### config.mk
export PLATFORM = sky130hd
export DESIGN_NAME = pwm_capture
export DESIGN_NICKNAME = d
export VERILOG_FILES = /design/src/rtl/pwm_capture.sv
export SDC_FILE = /design/constraint.sdc
export NUM_CORES = 1
export LEC_CHECK = 0
export ABC_AREA = 0
export CAP_MARGIN = 20
export CORE_MARGIN = 5
export CORE_UTILIZATION = 50
export DETAILED_ROUTE_END_ITERATION = 8
export PLACE_DENSITY = 0.75
export SYNTH_ARGS = -nofsm -noshare
export SYNTH_HDL_FRONTEND = slang
export SYNTH_SLANG_ARGS = --single-unit
### constraint.sdc
create_clock -name clk_in -period 6.9 [get_ports clk_in]
set_clock_uncertainty 0.15 [all_clocks]
set_input_delay 1.725 -clock clk_in [delete_from_list [all_inputs] [get_ports clk_in]]
set_output_delay 1.725 -clock clk_in [all_outputs]
set_load 0.01 [all_outputs]
### src/rtl/pwm_capture.sv
// pwm_capture: measures high time and period of a PWM pulse train in clk_in
// cycles and hands each result to a valid/ready consumer. A programmable
// timeout reports inputs that stay stuck high or stuck low.
module pwm_capture #(
    parameter int CNT_W = 32
) (
    input  logic             clk_in,
    input  logic             rst_in,
    input  logic             enable,
    input  logic             pwm_in,
    input  logic [CNT_W-1:0] timeout_limit,
    output logic             meas_valid,
    input  logic             meas_ready,
    output logic [CNT_W-1:0] high_cnt_out,
    output logic [CNT_W-1:0] period_cnt_out,
    output logic             stuck_out,
    output logic             overrun
);

    typedef enum logic [2:0] {
        IDLE,
        ARM,
        WAIT_RISE,
        HIGH,
        LOW
    } state_t;

    localparam logic [CNT_W-1:0] ONE = CNT_W'(1);

    state_t           state_q, state_d;
    logic             pwm_d;
    logic             rise, fall;
    logic [CNT_W-1:0] period_cnt, high_cnt;
    logic [CNT_W-1:0] period_d, high_d;
    logic [CNT_W-1:0] eff_limit;
    logic             at_limit;
    logic             capture, cap_stuck;

    assign rise = pwm_in & ~pwm_d;
    assign fall = ~pwm_in & pwm_d;

    // A zero limit selects the largest count the counters can hold.
    assign eff_limit = (timeout_limit == '0) ? '1 : timeout_limit;

    // The >= keeps the counters bounded even if the limit is lowered below
    // the running count mid-period; it behaves as == otherwise.
    assign at_limit = ~rise && (period_cnt >= eff_limit);

    // Edge-detect register and FSM/counter state.
    // NOTE: sequential state uses non-blocking assignments so every register
    // samples the pre-edge values, regardless of statement order.
    always_ff @(posedge clk_in) begin
        if (rst_in) begin
            pwm_d      <= 1'b0;
            state_q    <= IDLE;
            period_cnt <= '0;
            high_cnt   <= '0;
        end else begin
            pwm_d      <= pwm_in;
            state_q    <= state_d;
            period_cnt <= period_d;
            high_cnt   <= high_d;
        end
    end

    // Next-state, counter update and capture request.
    // NOTE: every signal gets a default before the case so no path leaves
    // one unassigned, which would otherwise infer a latch.
    always_comb begin
        state_d   = state_q;
        period_d  = period_cnt;
        high_d    = high_cnt;
        capture   = 1'b0;
        cap_stuck = 1'b0;

        if (!enable) begin
            state_d  = IDLE;
            period_d = '0;
            high_d   = '0;
        end else begin
            case (state_q)
                IDLE: state_d = ARM;

                // Waiting for a low level prevents a false rise when the
                // input is already high at enable or after a stuck-high report.
                ARM: begin
                    if (!pwm_d) state_d = WAIT_RISE;
                end

                // The rise cycle itself is the first high cycle.
                WAIT_RISE: begin
                    if (rise) begin
                        period_d = ONE;
                        high_d   = ONE;
                        state_d  = HIGH;
                    end
                end

                HIGH: begin
                    if (at_limit) begin
                        capture   = 1'b1;
                        cap_stuck = 1'b1;
                        period_d  = '0;
                        high_d    = '0;
                        state_d   = ARM;
                    end else if (fall) begin
                        period_d = period_cnt + ONE;
                        state_d  = LOW;
                    end else begin
                        period_d = period_cnt + ONE;
                        high_d   = high_cnt + ONE;
                    end
                end

                // A rise closes the period and also starts the next one.
                LOW: begin
                    if (rise) begin
                        capture  = 1'b1;
                        period_d = ONE;
                        high_d   = ONE;
                        state_d  = HIGH;
                    end else if (at_limit) begin
                        capture   = 1'b1;
                        cap_stuck = 1'b1;
                        period_d  = '0;
                        high_d    = '0;
                        state_d   = ARM;
                    end else begin
                        period_d = period_cnt + ONE;
                    end
                end

                default: state_d = IDLE;
            endcase
        end
    end

    // Result registers, valid/ready handshake and sticky overrun flag.
    // A capture while an unaccepted result is held is dropped so the
    // consumer always sees a stable, self-consistent result.
    always_ff @(posedge clk_in) begin
        if (rst_in) begin
            meas_valid     <= 1'b0;
            high_cnt_out   <= '0;
            period_cnt_out <= '0;
            stuck_out      <= 1'b0;
            overrun        <= 1'b0;
        end else begin
            if (capture) begin
                if (!meas_valid || meas_ready) begin
                    meas_valid     <= 1'b1;
                    high_cnt_out   <= high_cnt;
                    period_cnt_out <= period_cnt;
                    stuck_out      <= cap_stuck;
                end else begin
                    overrun <= 1'b1;
                end
            end else if (meas_ready) begin
                meas_valid <= 1'b0;
            end

            if (!enable) overrun <= 1'b0;
        end
    end

endmodule

== Word level (Yosys, flattened, before mapping) ==
Cells that the tools add are included.

* Output and inout port bits: 67
* Input bits: 37
* Logic and storage cells: 70
* Register bits after elaboration: 135

* Add/subtract/negate cells: 2
* Eq/ne operators: 10
* Multiplexer cells: 27
* Reductions and logical operators: 14
* Bitwise gates (word level): 7
* Magnitude comparators: 1

{| class="wikitable"
|+ Operators with widths
! operator !! count
|-
| 32-bit 2-to-1 mux || 8
|-
| 32-bit case mux with 3 select lines || 2
|-
| 32-bit by 1-bit adder with 32-bit output, second input constant || 2
|-
| 32-bit >= comparator || 1
|-
| 32-bit logical NOT || 1
|-
| 3-bit 2-to-1 mux || 6
|-
| 3-bit case mux with 5 select lines || 1
|-
| 3-bit != test, second input constant || 3
|-
| 1-bit 2-to-1 mux || 8
|-
| 2-bit AND reduction || 4
|-
| 4-bit AND reduction || 2
|-
| 3-bit by 2-bit equality test with 1-bit output, second input constant || 2
|-
| 1-bit inverter || 5
|-
| 2-bit != test, second input constant || 2
|-
| 1-bit case mux with 2 select lines || 2
|-
| 3-bit by 1-bit equality test with 1-bit output, second input constant || 1
|-
| 3-bit equality test, second input constant || 1
|-
| 3-bit logical NOT || 1
|-
| 3-bit nonzero test || 1
|-
| 1-bit bitwise AND || 2
|-
| 2-bit by 1-bit != test with 1-bit output, second input constant || 1
|-
| 2-bit nonzero test || 1
|-
| 2-bit OR reduction || 1
|-
| 1-bit logical AND || 1
|-
| other kinds (2) || 2
|}

== Longest topological paths before layout ==
Gate-level depths: netlist of the first run.

* Depth after elaboration: 10
* Gate-level depth with buffers: 15
* Depth with buffers taken out: 12

== Least setup slack after synthesis of the first run ==
No wires, ideal clock.

* Kind: input port to flip-flop
* From: input port timeout_limit[25]
* To: register high_cnt[28]
* Slack: 1.777 ns
* Data arrival time: 4.901 ns
* Buffers on the path: 2
* Required time: 6.678 ns
* Library setup time: 0.072 ns
* Cell stages on the path: 14
* Cells stage by stage: nor4_1 -> nand4_1 -> nor2_1 -> clkbuf_1 -> nor2_1 -> ha_1 -> nand4_1 -> nor3_2 -> or4b_4 -> a31oi_4 -> o22ai_1 -> buf_2 -> a2111oi_4 -> mux2i_1

* Cells in the longest elaborated chain, start to end: 6
* Elaborated cells between the ends (all ways): 9
* Classes of those cells: 1 x order compare; 2 x eq/ne; 3 x mux; 3 x reduce/logical

{| class="wikitable"
|+ RTL lines
! what !! line !! source
|-
| start, declared || 11 || <nowiki>input logic [CNT_W-1:0] timeout_limit,</nowiki>
|-
| 32-bit logical NOT || 43 || <nowiki>assign eff_limit = (timeout_limit == '0) ? '1 : timeout_limit;</nowiki>
|-
| 32-bit 2-to-1 mux * || 43 ||
|-
| 32-bit >= comparator * || 47 || <nowiki>assign at_limit = ~rise && (period_cnt >= eff_limit);</nowiki>
|-
| 1-bit logical AND * || 47 ||
|-
| 3-bit != test (no source line) / 32-bit 2-to-1 mux (equally long branches) || -- ||
|-
| 4-bit AND reduction (no source line) / 32-bit case mux with 3 select lines (equally long branches) || -- ||
|-
| end signal, assigned || 62 || <nowiki>high_cnt <= high_d;</nowiki>
|-
| end, declared || 33 || <nowiki>logic [CNT_W-1:0] period_cnt, high_cnt;</nowiki>
|}

Mark *: on every way between the ends. The rest lies on a longest branch, timed or not.
A chain may end at the register's enable or synchronous reset.

== Worst setup path after layout of the first run ==
* From: input port timeout_limit[0]
* To: register high_cnt[10]

The elaborated chain is that of the path after synthesis.

==> results of run 1 <==
## final cells by class
cell class | count | area (um^2) | share of cell area
clock inverters | 10 | 118 | 0.0133
inverters | 15 | 56.3 | 0.00636
clock buffers | 22 | 474 | 0.0535
flip-flops and latches | 135 | 2700 | 0.305
repair buffers | 117 | 1140 | 0.129
well taps | 180 | 225 | 0.0254
multi-input cells | 646 | 4140 | 0.467
## layout by cell type, fill, tap and decap left out, types with 3 or more instances in the layout
| cell | instances |
|---|---|
| dfxtp_1 | 135 |
| nor2_1 | 134 |
| clkdlybuf4s50_1 | 102 |
| mux2i_1 | 71 |
| nand2_1 | 62 |
| a31oi_1 | 50 |
| nand3_1 | 38 |
| a21oi_1 | 35 |
| ha_1 | 34 |
| nor4_1 | 19 |
| nand4_1 | 19 |
| clkbuf_16 | 17 |
| o21ai_0 | 16 |
| inv_1 | 15 |
| and3_1 | 15 |
| nor3_1 | 14 |
| o21ai_1 | 13 |
| nand3b_1 | 13 |
| buf_4 | 13 |
| o211ai_1 | 12 |
| nand2b_1 | 8 |
| xor2_1 | 8 |
| o22ai_1 | 7 |
| nor2b_1 | 6 |
| xnor2_1 | 6 |
| or3_1 | 5 |
| a22oi_1 | 4 |
| and4_1 | 4 |
| or2_2 | 3 |
| a311oi_1 | 3 |
| or4_1 | 3 |
| nor3b_1 | 3 |
| or4b_1 | 3 |
| clkinv_2 | 3 |
| clkbuf_8 | 3 |
## per-stage QoR
| stage | hold slack (ns) | util | total power [uW] |
|---|---|---|---|
| 2_1_floorplan | 0.288 | - | 855 |
| 3_3_place_gp | 0.309 | 0.596 | 895 |
| 3_5_place_dp | 0.322 | 0.596 | 896 |
| 4_1_cts | 0.330 | 0.638 | 1800 |
| 5_1_grt | 0.341 | 0.638 | 1850 |
| 6_report | 0.319 | 0.638 | 1790 |
## layer usage
layer	up-vias	track usage	wire (um)
met2	213	0.360	8680
li1	3276	-	-
met1	3134	0.301	8580
met5	-	0	0
met4	0	0.0772	346
met3	35	0.0614	1210
## sequential cells by signal, indices dropped and copies added, names as in the netlist
signal and count:
pwm_d 1, stuck_out 1, high_cnt 32, high_cnt_out 32, overrun 1, state_q 3
period_cnt_out 32, period_cnt 32, meas_valid 1
## cell usage after synthesis (4+ instances only)
| library cell | count | area share |
|---|---|---|
| nand2b_1 | 8 | 0.0071 |
| buf_4 | 5 | 0.0053 |
| o31ai_1 | 4 | 0.0042 |
| nand2_1 | 62 | 0.033 |
| nor2b_1 | 7 | 0.0062 |
| and3_1 | 15 | 0.013 |
| dfxtp_1 | 135 | 0.38 |
| and4_1 | 4 | 0.0049 |
| nor3_1 | 14 | 0.0099 |
| nand4_1 | 19 | 0.017 |
| o22ai_1 | 7 | 0.0062 |
| nand3b_1 | 13 | 0.014 |
| nor4_1 | 19 | 0.017 |
| nor2_1 | 135 | 0.072 |
| a31oi_1 | 50 | 0.044 |
| or3_1 | 5 | 0.0044 |
| xnor2_1 | 6 | 0.0074 |
| clkbuf_1 | 35 | 0.019 |
| o21ai_0 | 16 | 0.011 |
| nand3_1 | 38 | 0.027 |
| mux2i_1 | 71 | 0.10 |
| ha_1 | 34 | 0.060 |
| a22oi_1 | 4 | 0.0042 |
| inv_1 | 15 | 0.0079 |
| a21oi_1 | 35 | 0.025 |
| buf_2 | 9 | 0.0064 |
| o211ai_1 | 12 | 0.013 |
| xor2_1 | 8 | 0.0099 |
| o21ai_1 | 14 | 0.0099 |
## worst max-delay path, stage by stage
cell	delay, ns
clkdlybuf4s50_1	0.45
nor4_1	0.45
nand4_1	0.17
nor2_2	0.13
buf_4	0.24
nor2_1	0.07
ha_1	0.31
a21oi_1	0.17
o21ai_1	0.08
a22oi_1	0.41
nand2_1	0.31
o22ai_1	0.23
buf_4	0.21
nand3_1	0.48
o22ai_1	0.37
## power groups by stage
stage	clock network [uW]	logic [uW]	registers, uW
floorplan	0	55.8	799
global placement	0	93.2	802
detailed placement	0	94.5	802
CTS	919	95.1	785
global route	957	105	785
finish	908	95.8	785
## how the worst max path moves through the flow
stage	start	to	slack [ns]	cells after the start
final	timeout_limit[0]	high_cnt[10]	1.28	15
after global routing	timeout_limit[0]	high_cnt[10]	1.0	15
after CTS	timeout_limit[26]	high_cnt[10]	1.30	15
after detailed placement	timeout_limit[0]	high_cnt[10]	0.86	15
after global placement	timeout_limit[25]	high_cnt[18]	1.02	15
after floorplan	timeout_limit[25]	high_cnt[28]	1.78	14
## cell families (layout without fill, tap and decap cells)
kind of cell	count (synthesis)	in the layout
and+or+nand+nor	362	362
xor gates and xnor gates	14	14
adders and majority gates	34	34
AOI/OAI and AO/OA	165	165
muxes	71	71
buffers and inverters	66	164
DFF	135	135
==> out/qor.yml, run 1 <==
status: "complete, no violations"
ios: 104
synth-xor-area-share: 0.0173
drcViolationCount: 0
post-route-period-util: 0.815
coreArea_um2: 13900
cp-start-kind: "input pin"
drt-pass1-iter-count: 5
pwr-share-seq: 0.439
critical_path.max_fanout: 20
hold_end: "overrun"
min_from: "overrun"
final.setup.tns_ns: 0
antenna_found_initial: 0
grt_pass1_vias: 6273
clk_pin_slew_ns: 0.06
clock_sinks: 135
ff2ff_setup_slack_ns: 3.56
h-tree-depth: 4
power_switching_uw: 407
synth_area_per_cell_um2: 8.36
cts_made_buffers: 17
synth.yosys.seq_area_share: 0.381
postCtsSetupBuffers: 0
ant_nets: 0
ir_worst_vdd_v: 0.000222
async_flop_share: 0
synthAdderAreaFrac: 0.0600
tightest_slew_ns: 0.946
synth_compound_area_frac: 0.150
ctsResizeCount: 0
timing.rr.end: "high_cnt[25]"
rr_startpoint: "period_cnt[14]"
drive_above_1_share: 0.0635
start_util: 0.510
synthFlopType: "dfxtp_1"
grt-ovfl-total: 0
syn_nets: 918
route.vias.total: 6658
viasPerCell: 5.92
nets: 1003
hold_violations: 0
dieArea_um2: 16600
cap_violations: 0
ys_types: 60
crit_type: "in -> reg"
setup_viol: 0
max_freq_mhz: 178
syn2layout_area_growth_pct: 25.0
clkPwrFrac: 0.508
grt.total_usage: 0.227
cts_tree: "built"
relSlewSlack: 0.365
place_congestion: 0.923
synth-simple-area-share: 0.252
die_w_um: 129
yosys_warnings: 0
dp_hpwl_um: 13400
synthMuxAreaShare: 0.100
cts-root-buf: "clkbuf_16"
num_antenna_cells: 0
r2r_cells: 9
syn-cell-area_um2: 7080
fin_crit_ns: 5.62
clockBufferDepth: 2
nFillCells: 1172
slew_violations: 0
setup_ws_ns: 1.28
required_ns: 7.08
place_area_um2: 8270
insertion_delay_ns: 0.43
fin_area_um2: 8860
rsz0062_at_grt: "no"
port_buffers: 103
leakage_uw: 0.00352
wl_um: 18800
rows: 43
hold_path.class: "reg -> reg"
holdBufCountCts: 0
internal_power_uw: 1380
synth-seq-cells: 135
switching_share: 0.227
p_comb_frac: 0.054
die_height_um: 129
hold_depth: 2
grt_pass1_wl_um: 30700
cp-end-kind: "flip-flop"
grt_max_degree: 70
dp.cells: 1093
power.density_nw_per_um2: 202
fin_cells: 1125
avgRoutedWirePerCell_um: 16.7
synth-edff-count: 0
drt_iter0_markers: 548
critPathArrivalTime_ns: 5.81
synth_cells: 847
dpl_worst_slack_ns: 0.858
synth_top_family_by_area: "simple AND/OR/NAND/NOR gates"
Note: power is estimated with default switching activity, not from simulation.
==> run 2, diff against run 1 <==
Settings changed: PLACE_DENSITY 0.75 to 0.78.
Clock period 6.9 ns to 5.16 ns, I/O delays scaled along.
==> run 2 against run 1 <==
Compared with the run above:
- sequential share of layout area decreased by 1.7 points
- utilization increased by 3.7 points
- combinational power is 60% higher
- sequential power up 34%
- count of clock-buffer cells in the layout down 1
- register-to-register slack worse by 1.6 ns
- first-iteration DRC count increased by 13%
- hold slack improved by 0.0067 ns
- global-route usage grew 1.4 points
- sequential cell count is the same
- routed wire length up 7.2%
- via count increased by 4.0%
- largest cell class unchanged
- largest power group unchanged
==> out/qor.yml, run 2 (synthesized netlist as in run 1, its figures left out) <==
h-tree-depth: 4  # unchanged
coreArea_um2: 13900  # unchanged
antenna_found_initial: 0  # unchanged
nets: 1054  # +5.1%
fin_hold_ws_ns: 0.326  # +0.00674 ns
critical_path.max_fanout: 17  # -15%
cp_cell_sequence: "clkdlybuf4s50_1, nor4_2, buf_4, nand4_1, nor2_2, buf_12, nor2_1, ha_1, a21oi_1, o211ai_1, a211oi_2, a31oi_4, buf_4, o31ai_4, buf_6, or4b_1, a21oi_1"
cp-end-kind: "flip-flop"
hold_end: "stuck_out"
ant_nets: 0  # unchanged
clkPwrFrac: 0.512  # +0.004
ios: 104  # unchanged
p_comb_frac: 0.062  # +0.008
hold_path.class: "reg -> reg"
num_antenna_cells: 0  # unchanged
critPathLaunch: "timeout_limit[4]"
r2r_cells: 11  # +2
pwr-share-seq: 0.426  # -0.013
final.setup.tns_ns: 0  # unchanged
route.vias.total: 6924  # +4.0%
post-route-period-util: 0.965
power_uw: 2460  # +38%
grt.total_usage: 0.242  # +0.0141
min_from: "stuck_out"
place_congestion: 0.949  # +2.9%
ir_worst_vdd_v: 0.000201  # -9.9%
cts_tree: "built"
grt-ovfl-total: 0  # unchanged
status: "complete, no violations"
critPathArrivalTime_ns: 5.19  # -0.62 ns
rr_startpoint: "period_cnt[0]"
syn2layout_area_growth_pct: 32.4
dieArea_um2: 16600  # unchanged
wl_um: 20200  # +7.2%
grt_pass1_wl_um: 32400  # +5.5%
tightest_slew_ns: 0.849  # -0.0967 ns
power.density_nw_per_um2: 263  # +30%
cp-start-kind: "input pin"
crit_type: "in -> reg"
drt_iter0_markers: 618  # +13%
grt_pass1_vias: 6525  # +4.0%
avgRoutedWirePerCell_um: 17.2  # +2.7%
crit_slowest_cell: "clkdlybuf4s50_1"
port_buffers: 103  # unchanged
cpPeakStageDelay_ns: 0.46  # -0.02 ns
slew_violations: 0  # unchanged
cts-root-buf: "clkbuf_16"
timing.rr.end: "high_cnt[13]"
cap_violations: 0  # unchanged
leakage_uw: 0.00381  # +8.1%
clock_sinks: 135  # unchanged
ff2ff_setup_slack_ns: 1.95  # -1.61 ns
internal_power_uw: 1910  # +38%
insertion_delay_ns: 0.42  # about the same
drcViolationCount: 0  # unchanged
clk_pin_slew_ns: 0.06  # about the same
grt_max_degree: 52  # -26%
relSlewSlack: 0.429  # +0.0635
power_switching_uw: 551  # +36%
die_w_um: 129  # unchanged
dp_hpwl_um: 14400  # +7.5%
final_common_cell: "dfxtp_1"
viasPerCell: 5.89  # -0.43%
required_ns: 5.37  # -1.71 ns
die_height_um: 129  # unchanged
layout_common_cells: "dfxtp_1, nor2_1, clkdlybuf4s50_1"
drt-pass1-iter-count: 5  # unchanged
max_freq_mhz: 201
cts_made_buffers: 17  # unchanged
start_util: 0.510  # unchanged
setup_ws_ns: 0.179  # -1.10 ns
rows: 43  # unchanged
setup_viol: 0  # unchanged
drive_above_1_share: 0.116  # +0.0521
hold_violations: 0  # unchanged
fin_crit_ns: 4.98
clockBufferDepth: 2  # unchanged
postCtsSetupBuffers: 0  # unchanged
switching_share: 0.224  # -0.00365
dpl_worst_slack_ns: -0.357  # -1.22 ns
hold_depth: 2  # unchanged
run 2: repair_timing:
item / in CTS / in global routing
resized for setup: 0 / 8
hold buffers: 0 / 0
setup endpoints to repair: 0 / 89
run 2: worst max-delay path by stage:
stage / slack, ns / depth (start not counted) / to
2_1_floorplan: 0.47 / 14 / high_cnt[28]
3_3_place_gp: -0.24 / 16 / high_cnt[13]
3_5_place_dp: -0.36 / 16 / high_cnt[26]
4_1_cts: 0.08 / 16 / high_cnt[26]
5_1_grt: -0.02 / 17 / high_cnt[26]
6_report: 0.18 / 17 / high_cnt[13]
run 2: worst max-delay path, delay by kind of cell:
family | cells | cell delay [ns]
and+or+nand+nor | 5 | 1.23
AOI/OAI and AO/OA | 6 | 1.19
buffers and inverters | 5 | 1.15
adders and majority gates | 1 | 0.31
run 2: layer usage:
metal / vias up / share of wire / GRT usage
met3: 40 / 0.060 / 0.0503
met1: 3240 / 0.44 / 0.321
met2: 264 / 0.48 / 0.385
met4: 0 / 0.020 / 0.0976
li1: 3380 / - / -
met5: - / 0 / 0
run 2: power groups by stage:
| stage | Combinational (uW) | Sequential [uW] | Clock, uW |
|---|---|---|---|
| 2_1_floorplan | 74.6 | 1070 | 0 |
| 3_3_place_gp | 145 | 1070 | 0 |
| 3_5_place_dp | 147 | 1070 | 0 |
| 4_1_cts | 149 | 1050 | 1280 |
| 5_1_grt | 166 | 1050 | 1330 |
| 6_report | 153 | 1050 | 1260 |
run 2: through the flow:
stage / utilization / std cells / cell area (um^2)
after floorplan: - / 847 / 7080
after detailed placement: 0.628 / 1143 / 8720
after global placement: 0.628 / 1143 / 8720
after CTS: 0.672 / 1174 / 9330
after global routing: 0.676 / 1175 / 9380
final: 0.676 / 1175 / 9380
run 2: layout make-up:
type / count / area [um^2]
repair buffers: 168 / 1600
flip-flops and latches: 135 / 2700
well taps: 180 / 225
inverters: 15 / 56.3
clock buffers: 21 / 470
clock inverters: 10 / 143
fillers: 1125 / 4500
multi-input cells: 646 / 4180
